<file path="src/rtl/pc_fetch_ctrl_if.sv">
// Instruction-memory request/response bus between the IF-stage fetch controller
// (master) and instruction memory (slave). One outstanding request at a time.
interface pc_fetch_ctrl_if;
  logic        imem_req;
  logic [31:0] imem_addr;
  logic        imem_gnt;
  logic        imem_rvalid;
  logic [31:0] imem_rdata;

  modport master (
    output imem_req,
    output imem_addr,
    input  imem_gnt,
    input  imem_rvalid,
    input  imem_rdata
  );

  modport slave (
    input  imem_req,
    input  imem_addr,
    output imem_gnt,
    output imem_rvalid,
    output imem_rdata
  );
endinterface

</file>
<file path="src/rtl/pc_fetch_ctrl.sv">
// IF-stage PC sequencer: one-outstanding imem fetch, 2-entry {instr,pc} queue to decode,
// redirect handling with stale-response drop. Optional macro PC_MISALIGN_TRAP_EN.
module pc_fetch_ctrl #(
  parameter logic [31:0] RESET_PC = 32'h0000_0000
) (
  input  logic            i_clk,
  input  logic            i_rst_n,
  input  logic [1:0]      i_PCSrc,
  input  logic            i_exception,
  input  logic [31:0]     i_brTarget,
  input  logic [31:0]     i_jalrTarget,
  input  logic [31:0]     i_mtvec,
  input  logic [31:0]     i_mepc,
  input  logic            i_stall,
  pc_fetch_ctrl_if.master imem,
  output logic            o_instr_valid,
  output logic [31:0]     o_instr,
  output logic [31:0]     o_pc,
  output logic            o_flush
`ifdef PC_MISALIGN_TRAP_EN
  ,
  output logic            o_misalign,
  output logic [31:0]     o_badaddr
`endif
);

  typedef enum logic [1:0] {
    ST_BOOT  = 2'd0,
    ST_FETCH = 2'd1,
    ST_DROP  = 2'd2
  } state_e;

  state_e      state_q, state_d;
  logic [31:0] fetch_pc_q, fetch_pc_d;
  logic        inflight_q, inflight_d;
  logic [31:0] inflight_pc_q, inflight_pc_d;
  logic [31:0] instr0_q, instr0_d, instr1_q, instr1_d;
  logic [31:0] pc0_q, pc0_d, pc1_q, pc1_d;
  logic [1:0]  count_q, count_d;

  logic        flush_s;
  logic        req_s;
  logic        push_s;
  logic        pop_s;
  logic [1:0]  slot_s;
  logic [31:0] target_s;
  logic [31:0] redirect_pc_s;
  logic        unused_jalr_lsb_s;

`ifdef PC_MISALIGN_TRAP_EN
  logic        misalign_s;
  logic        misalign_q, misalign_d;
  logic [31:0] badaddr_q, badaddr_d;
`endif

  assign unused_jalr_lsb_s = i_jalrTarget[0];

  // Redirect target selected by the EX-stage PC-source code
  always_comb begin
    target_s = fetch_pc_q;
    case (i_PCSrc)
      2'b01:   target_s = i_brTarget;
      2'b10:   target_s = i_exception ? i_mtvec : i_mepc;
      2'b11:   target_s = {i_jalrTarget[31:1], 1'b0};
      default: target_s = fetch_pc_q;
    endcase
  end

  assign flush_s = |i_PCSrc;

`ifdef PC_MISALIGN_TRAP_EN
  assign misalign_s    = flush_s && (target_s[1:0] != 2'b00);
  assign redirect_pc_s = misalign_s ? i_mtvec : target_s;
`else
  assign redirect_pc_s = target_s;
`endif

  // Occupancy gating guarantees the single in-flight response always finds a free slot
  assign req_s  = (state_q == ST_FETCH) && !inflight_q && (count_q < 2'd2) && !flush_s;
  assign push_s = (state_q == ST_FETCH) && inflight_q && imem.imem_rvalid && !flush_s;
  assign pop_s  = (count_q != 2'd0) && !i_stall && !flush_s;
  assign slot_s = count_q - {1'b0, pop_s};

  // Sequencer next state: fetch PC, in-flight tracking, stale-response drop
  always_comb begin
    state_d       = state_q;
    fetch_pc_d    = fetch_pc_q;
    inflight_d    = inflight_q;
    inflight_pc_d = inflight_pc_q;
    case (state_q)
      ST_BOOT: begin
        state_d    = ST_FETCH;
        fetch_pc_d = flush_s ? redirect_pc_s : fetch_pc_q;
      end
      ST_FETCH: begin
        if (flush_s) begin
          fetch_pc_d = redirect_pc_s;
          if (inflight_q && !imem.imem_rvalid) begin
            state_d    = ST_DROP;
            inflight_d = 1'b1;
          end else begin
            state_d    = ST_FETCH;
            inflight_d = 1'b0;
          end
        end else if (req_s && imem.imem_gnt) begin
          inflight_d    = 1'b1;
          inflight_pc_d = fetch_pc_q;
          fetch_pc_d    = fetch_pc_q + 32'd4;
        end else if (push_s) begin
          inflight_d = 1'b0;
        end else begin
          inflight_d = inflight_q;
        end
      end
      ST_DROP: begin
        fetch_pc_d = flush_s ? redirect_pc_s : fetch_pc_q;
        if (imem.imem_rvalid) begin
          inflight_d = 1'b0;
          state_d    = ST_FETCH;
        end else begin
          inflight_d = inflight_q;
          state_d    = ST_DROP;
        end
      end
      default: begin
        state_d    = ST_BOOT;
        inflight_d = 1'b0;
      end
    endcase
  end

  // Two-entry queue; entry 0 is always the head presented to decode
  always_comb begin
    instr0_d = instr0_q;
    instr1_d = instr1_q;
    pc0_d    = pc0_q;
    pc1_d    = pc1_q;
    if (flush_s) begin
      count_d = 2'd0;
    end else begin
      count_d = count_q + {1'b0, push_s} - {1'b0, pop_s};
    end
    if (pop_s) begin
      instr0_d = instr1_q;
      pc0_d    = pc1_q;
    end else begin
      instr0_d = instr0_q;
      pc0_d    = pc0_q;
    end
    if (push_s) begin
      if (slot_s == 2'd0) begin
        instr0_d = imem.imem_rdata;
        pc0_d    = inflight_pc_q;
      end else begin
        instr1_d = imem.imem_rdata;
        pc1_d    = inflight_pc_q;
      end
    end else begin
      instr1_d = instr1_q;
      pc1_d    = pc1_q;
    end
  end

`ifdef PC_MISALIGN_TRAP_EN
  // Misaligned redirect capture: one-cycle flag, address held until the next one
  always_comb begin
    misalign_d = misalign_s;
    if (misalign_s) begin
      badaddr_d = target_s;
    end else begin
      badaddr_d = badaddr_q;
    end
  end
`endif

  // State registers
  always_ff @(posedge i_clk or negedge i_rst_n) begin
    if (!i_rst_n) begin
      state_q       <= ST_BOOT;
      fetch_pc_q    <= RESET_PC;
      inflight_q    <= 1'b0;
      inflight_pc_q <= 32'd0;
      instr0_q      <= 32'd0;
      instr1_q      <= 32'd0;
      pc0_q         <= 32'd0;
      pc1_q         <= 32'd0;
      count_q       <= 2'd0;
`ifdef PC_MISALIGN_TRAP_EN
      misalign_q    <= 1'b0;
      badaddr_q     <= 32'd0;
`endif
    end else begin
      state_q       <= state_d;
      fetch_pc_q    <= fetch_pc_d;
      inflight_q    <= inflight_d;
      inflight_pc_q <= inflight_pc_d;
      instr0_q      <= instr0_d;
      instr1_q      <= instr1_d;
      pc0_q         <= pc0_d;
      pc1_q         <= pc1_d;
      count_q       <= count_d;
`ifdef PC_MISALIGN_TRAP_EN
      misalign_q    <= misalign_d;
      badaddr_q     <= badaddr_d;
`endif
    end
  end

  assign imem.imem_req  = req_s;
  assign imem.imem_addr = fetch_pc_q;
  assign o_instr_valid  = (count_q != 2'd0);
  assign o_instr        = instr0_q;
  assign o_pc           = pc0_q;
  assign o_flush        = flush_s;
`ifdef PC_MISALIGN_TRAP_EN
  assign o_misalign     = misalign_q;
  assign o_badaddr      = badaddr_q;
`endif

endmodule

</file>
<file path="src/flat_wrapper.sv">
// flat-port wrapper written by rule: the top's interface ports become plain ports
module pc_fetch_ctrl_flat 
#(
  parameter logic [31:0] RESET_PC = 32'h0000_0000
)
  (i_clk, i_rst_n, i_PCSrc, i_exception, i_brTarget, i_jalrTarget, i_mtvec, i_mepc, i_stall, o_instr_valid, o_instr, o_pc, o_flush, imem_imem_req, imem_imem_addr, imem_imem_gnt, imem_imem_rvalid, imem_imem_rdata);
  pc_fetch_ctrl_if imem_i ();
  input  logic i_clk;
  input  logic i_rst_n;
  input  logic [1:0] i_PCSrc;
  input  logic i_exception;
  input  logic [31:0] i_brTarget;
  input  logic [31:0] i_jalrTarget;
  input  logic [31:0] i_mtvec;
  input  logic [31:0] i_mepc;
  input  logic i_stall;
  output logic o_instr_valid;
  output logic [31:0] o_instr;
  output logic [31:0] o_pc;
  output logic o_flush;
  output wire logic [$bits(imem_i.imem_req)-1:0] imem_imem_req;
  output wire logic [$bits(imem_i.imem_addr)-1:0] imem_imem_addr;
  input wire logic [$bits(imem_i.imem_gnt)-1:0] imem_imem_gnt;
  input wire logic [$bits(imem_i.imem_rvalid)-1:0] imem_imem_rvalid;
  input wire logic [$bits(imem_i.imem_rdata)-1:0] imem_imem_rdata;
  assign imem_imem_req = imem_i.imem_req;
  assign imem_imem_addr = imem_i.imem_addr;
  assign imem_i.imem_gnt = imem_imem_gnt;
  assign imem_i.imem_rvalid = imem_imem_rvalid;
  assign imem_i.imem_rdata = imem_imem_rdata;
  pc_fetch_ctrl #(.RESET_PC(RESET_PC)) u_core (.i_clk(i_clk), .i_rst_n(i_rst_n), .i_PCSrc(i_PCSrc), .i_exception(i_exception), .i_brTarget(i_brTarget), .i_jalrTarget(i_jalrTarget), .i_mtvec(i_mtvec), .i_mepc(i_mepc), .i_stall(i_stall), .imem(imem_i), .o_instr_valid(o_instr_valid), .o_instr(o_instr), .o_pc(o_pc), .o_flush(o_flush));
endmodule
</file>
<file path="config.mk">
export PLATFORM = sky130hd
export DESIGN_NAME = pc_fetch_ctrl_flat
export DESIGN_NICKNAME = d
export VERILOG_FILES = /design/src/rtl/pc_fetch_ctrl_if.sv /design/src/rtl/pc_fetch_ctrl.sv /design/src/flat_wrapper.sv
export SDC_FILE = /design/constraint.sdc
export NUM_CORES = 1
export LEC_CHECK = 0
export ABC_AREA = 0
export CAP_MARGIN = 40
export CORE_ASPECT_RATIO = 0.75
export CORE_UTILIZATION = 44
export DETAILED_ROUTE_END_ITERATION = 10
export PLACE_DENSITY = 0.77
export RECOVER_POWER = 25
export SLEW_MARGIN = 5
export SYNTH_ARGS = -nofsm -noshare
export SYNTH_HDL_FRONTEND = slang
export SYNTH_SLANG_ARGS = --single-unit
</file>
<file path="constraint.sdc">
create_clock -name i_clk -period 2.5 [get_ports i_clk]
set_clock_uncertainty 0.2 [all_clocks]
set_input_delay 0.25 -clock i_clk [delete_from_list [all_inputs] [get_ports i_clk]]
set_output_delay 0.25 -clock i_clk [all_outputs]
set_load 0.05 [all_outputs]
</file>
=== Yosys cells after proc, flatten, opt, wreduce, memory -nomap -nowiden ===
Cells that the tools add are included.

* Add/sub/neg operators: 4
* $lt $le $gt $ge: 1
* Equal/unequal tests: 10
* Mux-type cells: 23
* Bitwise operators: 3
* Reduce and logical (&&, ||, !) cells: 24

{| class="wikitable"
|+ Operators by type and width
! kind !! count
|-
| two-way mux 32 bit || 10
|-
| case mux 32 bit (3 select lines) || 1
|-
| case mux 32 bit (2 select lines) || 1
|-
| adder 32 x 3 -> 32 bit (second input constant) || 1
|-
| logical AND 1 bit || 10
|-
| AND reduction 3 bit || 3
|-
| two-way mux 2 bit || 4
|-
| == test 2 bit (second input constant) || 3
|-
| case mux 2 bit (3 select lines) || 1
|-
| two-way mux 1 bit || 5
|-
| == test 2 x 1 -> 1 bit (second input constant) || 2
|-
| logical NOT 1 bit || 4
|-
| logical NOT 2 bit || 2
|-
| inequality test 2 x 1 -> 1 bit (second input constant) || 2
|-
| inequality test 4 x 2 -> 1 bit (second input constant) || 1
|-
| nonzero test 2 bit || 2
|-
| OR reduction 2 bit || 2
|-
| subtractor 2 x 1 -> 2 bit || 2
|-
| inequality test 3 x 2 -> 1 bit (second input constant) || 1
|-
| NOT 1 bit || 3
|-
| case mux 1 bit (3 select lines) || 1
|-
| adder 2 x 1 -> 2 bit || 1
|-
| < comparator 2 bit (second input constant) || 1
|-
| inequality test 2 bit (second input constant) || 1
|-
| AND reduction 2 bit || 1
|}

* Register bits after elaboration: 197
* Input bits: 168
* Word-level logic and storage cells: 74

=== Depth between registers and ports, before layout ===
Gate-level depths: netlist (run 1).

* Depth in word-level cells: 8
* Mapped depth: 11
* Gate-level depth less buffers: 9

=== Worst setup path after synthesis (run 1) ===
OpenSTA, ideal clock, no wires.

* Path type: register to output
* From: register u_core.state_q[0]
* To: output imem_imem_req
* Data arrival time: 2,523 ps
* Required time: 2,050 ps
* Path slack: -473 ps
* Cell stages (with the launch flop): 5
* Path through: dfrtp_1 or3b_1 buf_2 clkbuf_1 nor4_1

* Word-level cells in the longest chain between the ends: 4

{| class="wikitable"
|+ RTL lines
! element !! line !! RTL
|-
| start: declaration || pc_fetch_ctrl.sv:33 || <nowiki>state_e state_q, state_d;</nowiki>
|-
| start signal: assignment || pc_fetch_ctrl.sv:193 || <nowiki>state_q <= state_d;</nowiki>
|-
| == test 2 x 1 -> 1 bit || pc_fetch_ctrl.sv:79 || <nowiki>assign req_s = (state_q == ST_FETCH) && !inflight_q && (count_q < 2'd2) && !flush_s;</nowiki>
|-
| logical AND 1 bit (3 in series) || pc_fetch_ctrl.sv:79 ||
|-
| end: declaration || flat_wrapper.sv:21 || <nowiki>output wire logic [$bits(imem_i.imem_req)-1:0] imem_imem_req;</nowiki>
|}

Every way passes these cells.

=== Worst setup path in the final report (run 1) ===
Ends and elaborated chain as after synthesis.

==> impl_metrics.env, run 1 <==
export IMPL_violations="max-capacitance violations, max-slew violations"
export IMPL_clk_insertion_delay_late_ns=0.43
export IMPL_cts_buffers=17
export IMPL_ys_ff_latch=197
export IMPL_end_kind="output port"
export IMPL_clkPwrFrac_pct=18.2
export IMPL_crit_type="register to output port"
export IMPL_cp_start_kind="register"
export IMPL_dp_cells=1533
export IMPL_grt_max_degree=72
export IMPL_ys_seq_area_share_pct=49.8
export IMPL_rows=47
export IMPL_hold_viol=0
export IMPL_drt_iter0_drc=668
export IMPL_pwr_density_cell_nw_per_um2=1080
export IMPL_grt_usage_pct=24.9
export IMPL_slew_headroom_pct=-7.51
export IMPL_coreArea_um2=22100
export IMPL_hpwl_mm=20.3
export IMPL_tightest_slew_ns=1.61
export IMPL_area_growth_synth_to_final_pct=38.4
export IMPL_routedWlPerCell_um=17.8
export IMPL_grt_pass1_vias=8634
export IMPL_antenna_found_initial=0
export IMPL_root_buffer="clkbuf_16"
export IMPL_place_congestion=0.911
export IMPL_cp_cell_sequence="or3b_1, buf_4, nor4_2, buf_4, buf_12"
export IMPL_synth_top_cell_area_share_pct=49.8
export IMPL_crit_arrival_ns=1.98
export IMPL_gr_total_overflow=0
export IMPL_async_reset_ff_share_pct=100
export IMPL_cts_setup_buffers=0
export IMPL_synthDistinctLibCells=60
export IMPL_synthFlopType="dfrtp_1"
export IMPL_clk_path_buf_depth=2
export IMPL_switching_share_pct=44.7
export IMPL_routed_wl_mm=28.0
export IMPL_vias_per_cell=5.50
export IMPL_setup_violations=0
export IMPL_cap_violations=1
export IMPL_syn_area_um2=9890
export IMPL_hp_start="i_PCSrc[0]"
export IMPL_hp_class="input port to register"
export IMPL_p_switching_uw=6570
export IMPL_status="finished with violations"
export IMPL_start_util_pct=44.9
export IMPL_fmax_mhz=412
export IMPL_p_leak_uw=0.00598
export IMPL_die_area_um2=23100
export IMPL_startpoint="u_core.state_q[0]"
export IMPL_grt_pass1_wl_mm=45.6
export IMPL_path_delay_family="simple AND/OR/NAND/NOR gates"
export IMPL_seq_power_share_pct=34.4
export IMPL_min_period_ns=2.43
export IMPL_r2r_start="u_core.count_q[0]"
export IMPL_layout_common_cells="clkdlybuf4s50_1, dfrtp_1, nand2_1"
export IMPL_die_h_um=132
export IMPL_finalNetCount=1432
export IMPL_critPathMaxFanout=5
export IMPL_cts_sinks=197
export IMPL_peakVddDrop_mv=0.717
export IMPL_syn_area_per_cell_um2=9.98
export IMPL_netlist_instances=991
export IMPL_worst_path_buf_inv=3
export IMPL_crit_top_cell="buf_4"
export IMPL_vias=8624
export IMPL_cts_resized=0
export IMPL_stdcell_area_um2=13700
export IMPL_yosys_area_top_type="dfrtp_1"
export IMPL_postSynthNetCount=1162
export IMPL_port_buffers=265
export IMPL_synth_warnings=0
export IMPL_rsz0062_at_grt="no"
export IMPL_cp_required_ns=2.05
export IMPL_comb_power_share_pct=47.3
export IMPL_dr_pass1_iters=5
export IMPL_ant_nets=0
export IMPL_io_pins=267
export IMPL_n_antenna_cell=0
export IMPL_synth_edf_count=0
export IMPL_cts_tree="yes"
export IMPL_layout_commonest_cell="clkdlybuf4s50_1"
export IMPL_drc=0
export IMPL_ys_top_cells_by_area="dfrtp_1, mux2i_1, mux2_2"
export IMPL_setup_tns_ns=0
export IMPL_hold_buffers=3
export IMPL_crit_path_top_delay_cell="or3b_1"
export IMPL_drive_above_1_share_pct=13.7
export IMPL_finalMaxSlewViolations=68
export IMPL_dieWidth_um=175
export IMPL_p_int_uw=8150
export IMPL_htreeDepth=4
export IMPL_clkTransAtPathRegs_ns=0.07
export IMPL_max_stage_delay_ns=0.49
export IMPL_fin_crit_sh_pct=97.1
export IMPL_dpl_instance_area_um2=13100
export IMPL_layout_cells_non_filler=1568
[kinds of logic (layout without fill, tap and decap cells)]
kind of cell | after synthesis | count (layout) | synth area share [%]
AO/OA/AOI/OAI | 231 | 231 | 14.4
buffers and inverters | 88 | 371 | 4.35
multiplexers | 162 | 162 | 17.3
AND/OR/NAND/NOR | 308 | 308 | 13.6
adder cells (fa/ha/maj) | 3 | 3 | 0.379
XOR/XNOR | 2 | 2 | 0.177
flip-flops | 197 | 197 | 49.8
[area by class of cell]
type | count | area (um2)
Clock buffer | 20 | 457
Clock inverter | 12 | 118
Fill cell | 1853 | 8360
Inverter | 13 | 48.8
Multi-Input combinational cell | 706 | 4560
Sequential cell | 197 | 4930
Tap cell | 294 | 368
Timing Repair Buffer | 326 | 3210
[cells in the mapped netlist (2+ instances only)]
cell and instances:
dfrtp_1 197, nand2_1 137, nor2_1 99, a21oi_1 94, mux2i_1 94, mux2_2 68, o21ai_0 49, buf_2 35
clkbuf_1 24, nand3_1 21, inv_1 13, a22oi_1 12, o211ai_1 12, o22ai_1 9, a221oi_1 8, nand4_1 8
a211oi_1 7, and3_1 7, buf_1 7, a31oi_1 6, buf_6 6, nor2b_1 6, nor3_1 6, or4_1 4
a221o_1 3, a22o_1 3, a32oi_1 3, and2_1 3, and4_1 3, buf_4 3, ha_1 3, nor4_1 3
o21a_1 3, a222oi_1 2, nor4_2 2, o221ai_1 2, o22a_1 2, o311ai_0 2, o31a_1 2, o32a_1 2
o41a_1 2
[stage by stage]
| stage | total power (uW) | setup WS [ns] | utilization, % | hold slack, ns |
|---|---|---|---|---|
| after global routing | 15400 | 0.0274 | 62.1 | 0.206 |
| after global placement | 11900 | 0.155 | 59.4 | 0.0894 |
| after floorplan | 9240 | 0.0150 | - | -0.246 |
| after CTS | 14800 | 0.0638 | 62.1 | 0.161 |
| final | 14700 | 0.0716 | 62.1 | 0.186 |
| after detailed placement | 12100 | 0.120 | 59.4 | 0.101 |
[worst min-delay path, delay by kind of cell]
| kind | cells | cell delay [ns] |
|---|---|---|
| buf+inv | 3 | 0.39 |
| simple gates | 2 | 0.13 |
[sequential cells by signal, indices dropped and copies added (netlist names), 2 cells and up]
name,cells
u_core.state_q,2
u_core.pc1_q,32
u_core.imem.imem_addr,32
u_core.inflight_pc_q,32
u_core.o_pc,32
u_core.count_q,2
u_core.instr1_q,32
u_core.o_instr,32
[metal layers]
layer	vias up	share of wire (%)	routed length, um	global-route usage (%)
met5	-	0	0	0
met4	0	1.4	384	6.62
met3	36	7.0	1950	6.17
met2	299	46	12800	38.3
met1	4210	46	12900	35.0
li1	4079	-	-	-
[final timing paths]
path | to | slack (ns) | depth (start not counted)
worst min register to register | u_core.inflight_pc_q[13] | 0.31 | 2
worst max-delay path | imem_imem_req | 0.07 | 5
max in group asynchronous | u_core.inflight_pc_q[16] | 0.36 | 3
worst min-delay path | u_core.count_q[1] | 0.19 | 5
min in group asynchronous | u_core.imem.imem_addr[27] | 0.58 | 2
worst max register to register | u_core.pc1_q[8] | 0.23 | 8
[power by group through the flow]
stage               Combinational, uW  Sequential [uW]  Clock (uW)
floorplan                        1750             7490           0
global placement                 6860             5070           0
detailed placement               6950             5110           0
CTS                              6970             5060        2740
global route                     7370             5210        2860
finish                           6970             5070        2680
(Power assumes the default switching activity.)
==> inputs of run 2 (changes only) <==
MAX_ROUTING_LAYER = met4   (was not set)
==> run 2 against run 1 <==
The flow still finishes with violations (max-capacitance violations, max-slew violations). Flip-flop and latch count unchanged. Register-to-register slack got worse by 0.06 ns. Count of clock-buffer cells in the layout decreased by 1. First-iteration DRC count increased by 8.1%. Global-route usage increased by 1.1 points. Wire length increased by 2.1%. Non-clock buffer count decreased by 4. Worst setup slack improved by 0.088 ns. Final cell count decreased by 0.26%. Critical endpoint unchanged. Highest routed layer unchanged.
==> impl_metrics.env, run 2 (synthesis results as in run 1) <==
export IMPL_r2r_start="u_core.imem.imem_addr[11]"
export IMPL_layout_commonest_cell="clkdlybuf4s50_1"
export IMPL_dp_cells=1531
export IMPL_startpoint="u_core.state_q[0]"
export IMPL_finalNetCount=1428
export IMPL_hold_viol=0
export IMPL_routedWlPerCell_um=18.3
export IMPL_hpwl_mm=20.6
export IMPL_dr_pass1_iters=5
export IMPL_root_buffer="clkbuf_16"
export IMPL_crit_type="register to output port"
export IMPL_clk_path_buf_depth=2
export IMPL_pwr_density_cell_nw_per_um2=1080
export IMPL_area_growth_synth_to_final_pct=38.3
export IMPL_ant_nets=0
export IMPL_rsz0062_at_grt="no"
export IMPL_seqCellArea_um2=4930
export IMPL_dieWidth_um=175
export IMPL_hp_class="input port to register"
export IMPL_cap_violations=1
export IMPL_clkTransAtPathRegs_ns=0.07
export IMPL_routed_wl_mm=28.6
export IMPL_min_period_ns=2.34
export IMPL_htreeDepth=4
export IMPL_peakVddDrop_mv=0.709
export IMPL_fin_crit_sh_pct=93.6
export IMPL_vias_per_cell=5.53
export IMPL_die_h_um=132
export IMPL_antenna_found_initial=0
export IMPL_status="finished with violations"
export IMPL_violations="max-capacitance violations, max-slew violations"
export IMPL_holdWs_ns=0.175
export IMPL_finalMaxSlewViolations=70
export IMPL_grt_usage_pct=26.0
export IMPL_clk_insertion_delay_late_ns=0.43
export IMPL_layout_cells_non_filler=1564
export IMPL_setup_tns_ns=0
export IMPL_gr_total_overflow=0
export IMPL_cts_tree="yes"
export IMPL_fmax_mhz=427
export IMPL_p_leak_uw=0.00597
export IMPL_end_kind="output port"
export IMPL_hp_start="i_PCSrc[1]"
export IMPL_stdcell_area_um2=13700
export IMPL_tightest_slew_ns=1.67
export IMPL_cp_cell_sequence="or3b_4, nor4_2, buf_4, buf_12"
export IMPL_drc=0
export IMPL_critPathMaxFanout=6
export IMPL_crit_arrival_ns=1.89
export IMPL_dpl_instance_area_um2=13100
export IMPL_drt_iter0_drc=722
export IMPL_cp_required_ns=2.05
export IMPL_io_pins=267
export IMPL_drive_above_1_share_pct=13.6
export IMPL_cp_start_kind="register"
export IMPL_total_power_uw=14700
export IMPL_grt_pass1_vias=8603
export IMPL_rows=47
export IMPL_multi_input_area_um2=4560
export IMPL_grt_max_degree=72
export IMPL_cts_setup_buffers=0
export IMPL_port_buffers=265
export IMPL_grt_pass1_wl_mm=45.9
export IMPL_n_antenna_cell=0
export IMPL_die_area_um2=23100
export IMPL_coreArea_um2=22100
export IMPL_fillCellCount=1886
export IMPL_layout_common_cells="clkdlybuf4s50_1, dfrtp_1, nand2_1"
export IMPL_start_util_pct=44.9
export IMPL_cts_buffers=17
export IMPL_place_congestion=0.933
export IMPL_slew_headroom_pct=-11.6
export IMPL_max_stage_delay_ns=0.47
export IMPL_setup_violations=0
export IMPL_cts_sinks=197
export IMPL_crit_path_top_delay_cell="or3b_4"
export IMPL_vias=8645
run 2: routing by layer:
metal  up-vias  global-route usage [%]  part of all wire (%)
li1       4082                       -                     -
met1      4230                    35.6                    46
met2       304                    39.5                    47
met3        29                    6.14                   6.6
met4         0                    5.31                   1.0
met5         -                       -                     0
run 2: what timing repair did:
action                     4_1_cts  5_1_grt
setup endpoints to repair        0        1
hold endpoints to repair        65        0
resized for setup                0        1
hold buffers                     1        0
run 2: where the power goes:
part / internal (uW) / leakage [uW] / total (uW) / switching, uW
sequential: 4210 / 0.00249 / 5080 / 871
combinational: 2480 / 0.00320 / 6970 / 4480
clock: 1410 / 0.000273 / 2690 / 1280
total: 8100 / 0.00597 / 14700 / 6630
run 2: through the flow:
step	util, %	worst slack, ns
3_3_place_gp	59.4	0.140
6_report	62.0	0.160
4_1_cts	62.1	0.0655
3_5_place_dp	59.4	0.111
5_1_grt	62.0	0.0849
2_1_floorplan	-	0.0150
run 2: path summary, 6_finish.rpt:
check | to | slack (ns) | depth (start not counted)
max | imem_imem_req | 0.16 | 4
min | u_core.imem.imem_addr[0] | 0.17 | 3
max reg2reg | u_core.imem.imem_addr[31] | 0.17 | 5
min reg2reg | u_core.inflight_pc_q[22] | 0.30 | 2
max in group asynchronous | u_core.inflight_pc_q[30] | 0.38 | 3
min in group asynchronous | u_core.imem.imem_addr[27] | 0.62 | 2
run 2: area by class of cell:
type | count | area share [%]
well taps | 294 | 2.69
repair buffers | 322 | 23.4
inverters | 13 | 0.357
flip-flops and latches | 197 | 36.0
multi-input cells | 706 | 33.3
clock buffers | 19 | 3.16
clock inverters | 13 | 1.01
run 2: worst max-delay path, delay by kind of cell (launching register included):
family / cells / cell delay, ns
AND/OR/NAND/NOR: 2 / 0.74
flip-flops: 1 / 0.39
buffers and inverters: 2 / 0.33
==> inputs of run 3 (changes only) <==
CORE_ASPECT_RATIO = 0.6   (was 0.75)
GPL_ROUTABILITY_DRIVEN = 0   (was not set)
==> run 3 against run 2 <==
The run now ends clean. Sequential share of layout area decreased by 0.063 points. Non-clock buffer count up 3. Combinational power about the same. Sequential power barely moved. Via count about the same. Critical path depth is the same. Flip-flop and latch count is the same. Die area about the same. Worst setup slack lost 0.097 ns. Wire length shrank 1.6%. Register-to-register slack improved by 0.08 ns. Worst hold slack worse by 0.035 ns. Critical path type unchanged. Critical endpoint unchanged. Largest cell class unchanged. Largest power group unchanged. Highest routed layer unchanged.
==> impl_metrics.env, run 3 (synthesis results as in run 1) <==
export IMPL_status="finished, final reports clean"
export IMPL_cp_required_ns=2.05
export IMPL_area_growth_synth_to_final_pct=38.6
export IMPL_htreeDepth=4
export IMPL_rows=42
export IMPL_root_buffer="clkbuf_16"
export IMPL_port_buffers=265
export IMPL_dpl_instance_area_um2=13100
export IMPL_dr_pass1_iters=5
export IMPL_cts_tree="yes"
export IMPL_hold_viol=0
export IMPL_routedWlPerCell_um=18.0
export IMPL_pwr_density_cell_nw_per_um2=1080
export IMPL_dieWidth_um=196
export IMPL_io_pins=267
export IMPL_gr_total_overflow=0
export IMPL_fmax_mhz=410
export IMPL_slew_headroom_pct=30.2
export IMPL_crit_arrival_ns=1.99
export IMPL_r2r_end="u_core.imem.imem_addr[16]"
export IMPL_max_stage_delay_ns=0.46
export IMPL_tightest_slew_ns=1.05
export IMPL_cts_buffers=17
export IMPL_peakVddDrop_mv=0.929
export IMPL_min_period_ns=2.44
export IMPL_grt_pass1_vias=8597
export IMPL_start_util_pct=44.9
export IMPL_setup_tns_ns=0
export IMPL_ant_nets=0
export IMPL_antenna_found_initial=0
export IMPL_endpoint="imem_imem_req"
export IMPL_vias_per_cell=5.54
export IMPL_startpoint="u_core.state_q[0]"
export IMPL_drt_iter0_drc=590
export IMPL_routed_wl_mm=28.1
export IMPL_cp_cell_sequence="or3b_1, buf_12, nor4_2, buf_12"
export IMPL_grt_max_degree=67
export IMPL_grt_pass1_wl_mm=45.8
export IMPL_clkTransAtPathRegs_ns=0.07
export IMPL_grt_usage_pct=25.7
export IMPL_clk_path_buf_depth=2
export IMPL_end_kind="output port"
export IMPL_setup_violations=0
export IMPL_crit_path_top_delay_cell="dfrtp_2"
export IMPL_r2r_cells=8
export IMPL_cap_violations=0
export IMPL_coreArea_um2=22000
export IMPL_die_h_um=118
export IMPL_cp_start_kind="register"
export IMPL_critPathMaxFanout=24
export IMPL_fin_crit_sh_pct=97.5
export IMPL_r2r_start="u_core.count_q[1]"
export IMPL_layout_common_cells="clkdlybuf4s50_1, dfrtp_1, nand2_1"
export IMPL_hpwl_mm=20.4
export IMPL_crit_type="register to output port"
export IMPL_rsz0062_at_grt="no"
export IMPL_drive_above_1_share_pct=13.5
export IMPL_hp_class="input port to register"
export IMPL_die_area_um2=23100
export IMPL_crit_top_cell="buf_12"
export IMPL_vias=8641
export IMPL_stdcell_area_um2=13700
export IMPL_cts_setup_buffers=0
export IMPL_finalNetCount=1431
export IMPL_p_leak_uw=0.00598
export IMPL_ff2ff_setup_slack_ns=0.25
export IMPL_clk_insertion_delay_late_ns=0.42
export IMPL_layout_commonest_cell="clkdlybuf4s50_1"
export IMPL_cts_sinks=197
export IMPL_n_antenna_cell=0
export IMPL_finalMaxSlewViolations=0
export IMPL_drc=0
==> run 3: cell count changes in the layout (fill, tap and decap cells not counted), moves of 2 or more <==
cell | before | now
clkbuf_1 | 2 | 5
clkinv_4 | 3 | 1
bufinv_16 | 1 | 3
clkinv_2 | 0 | 3
clkbuf_8 | 0 | 2
clkinvlp_4 | 2 | 4
inv_8 | 2 | 0
inv_6 | 5 | 1
==> run 3: area by class of cell <==
type,instances,area (um2)
Multi-Input combinational cell,706,4560
Timing Repair Buffer,325,3220
Sequential cell,197,4930
Clock inverter,12,153
Inverter,13,48.8
Fill cell,1825,8310
Tap cell,286,358
Clock buffer,20,447
==> run 3: per-layer routing <==
metal  vias up  part of all wire (%)  GRT usage, %
met4         0                  0.71          4.58
met3        17                   8.4          6.34
met5         -                     0             -
met2       321                    44          37.1
li1       4081                     -             -
met1      4222                    47          37.1
==> run 3: where the power goes <==
part / switching (uW) / leakage [uW] / internal, uW
registers: 879 / 0.00249 / 4210
clock network: 1190 / 0.000282 / 1600
logic: 4470 / 0.00320 / 2490
total: 6540 / 0.00598 / 8310
==> run 3: metrics by stage <==
step | total power (uW) | util [%] | worst slack [ns] | hold WS, ns | cells
after floorplan | 9240 | - | 0.0150 | -0.246 | 991
after global placement | 11900 | 59.6 | 0.221 | 0.0805 | 1526
after detailed placement | 12100 | 59.6 | 0.178 | 0.0858 | 1526
after CTS | 14900 | 62.4 | 0.0508 | 0.111 | 1559
after global routing | 15600 | 62.3 | 0.00573 | 0.150 | 1559
final | 14900 | 62.3 | 0.0629 | 0.140 | 1559
==> run 3: what timing repair did <==
action,4_1_cts,5_1_grt
endpoints found under the hold margin,62,0
hold buffers,1,0
gates resized for setup,1,0
setup endpoints to repair,1,0
==> run 3: how the worst min path moves through the flow <==
stage / from / end / slack [ns] / cells past startpoint
floorplan: i_rst_n / u_core.count_q[0] / -0.25 / 0
global placement: i_rst_n / u_core.imem.imem_addr[2] / 0.08 / 1
detailed placement: i_rst_n / u_core.imem.imem_addr[8] / 0.09 / 1
CTS: i_PCSrc[1] / u_core.count_q[0] / 0.11 / 4
global route: i_PCSrc[1] / u_core.count_q[0] / 0.15 / 4
finish: i_PCSrc[1] / u_core.count_q[0] / 0.14 / 4
==> run 3: worst max-delay path: cells and delay by family, from the launching register on <==
family	cells	cell delay [ns]
AND/OR/NAND/NOR	2	0.71
buffers and inverters	2	0.39
flip-flops	1	0.46
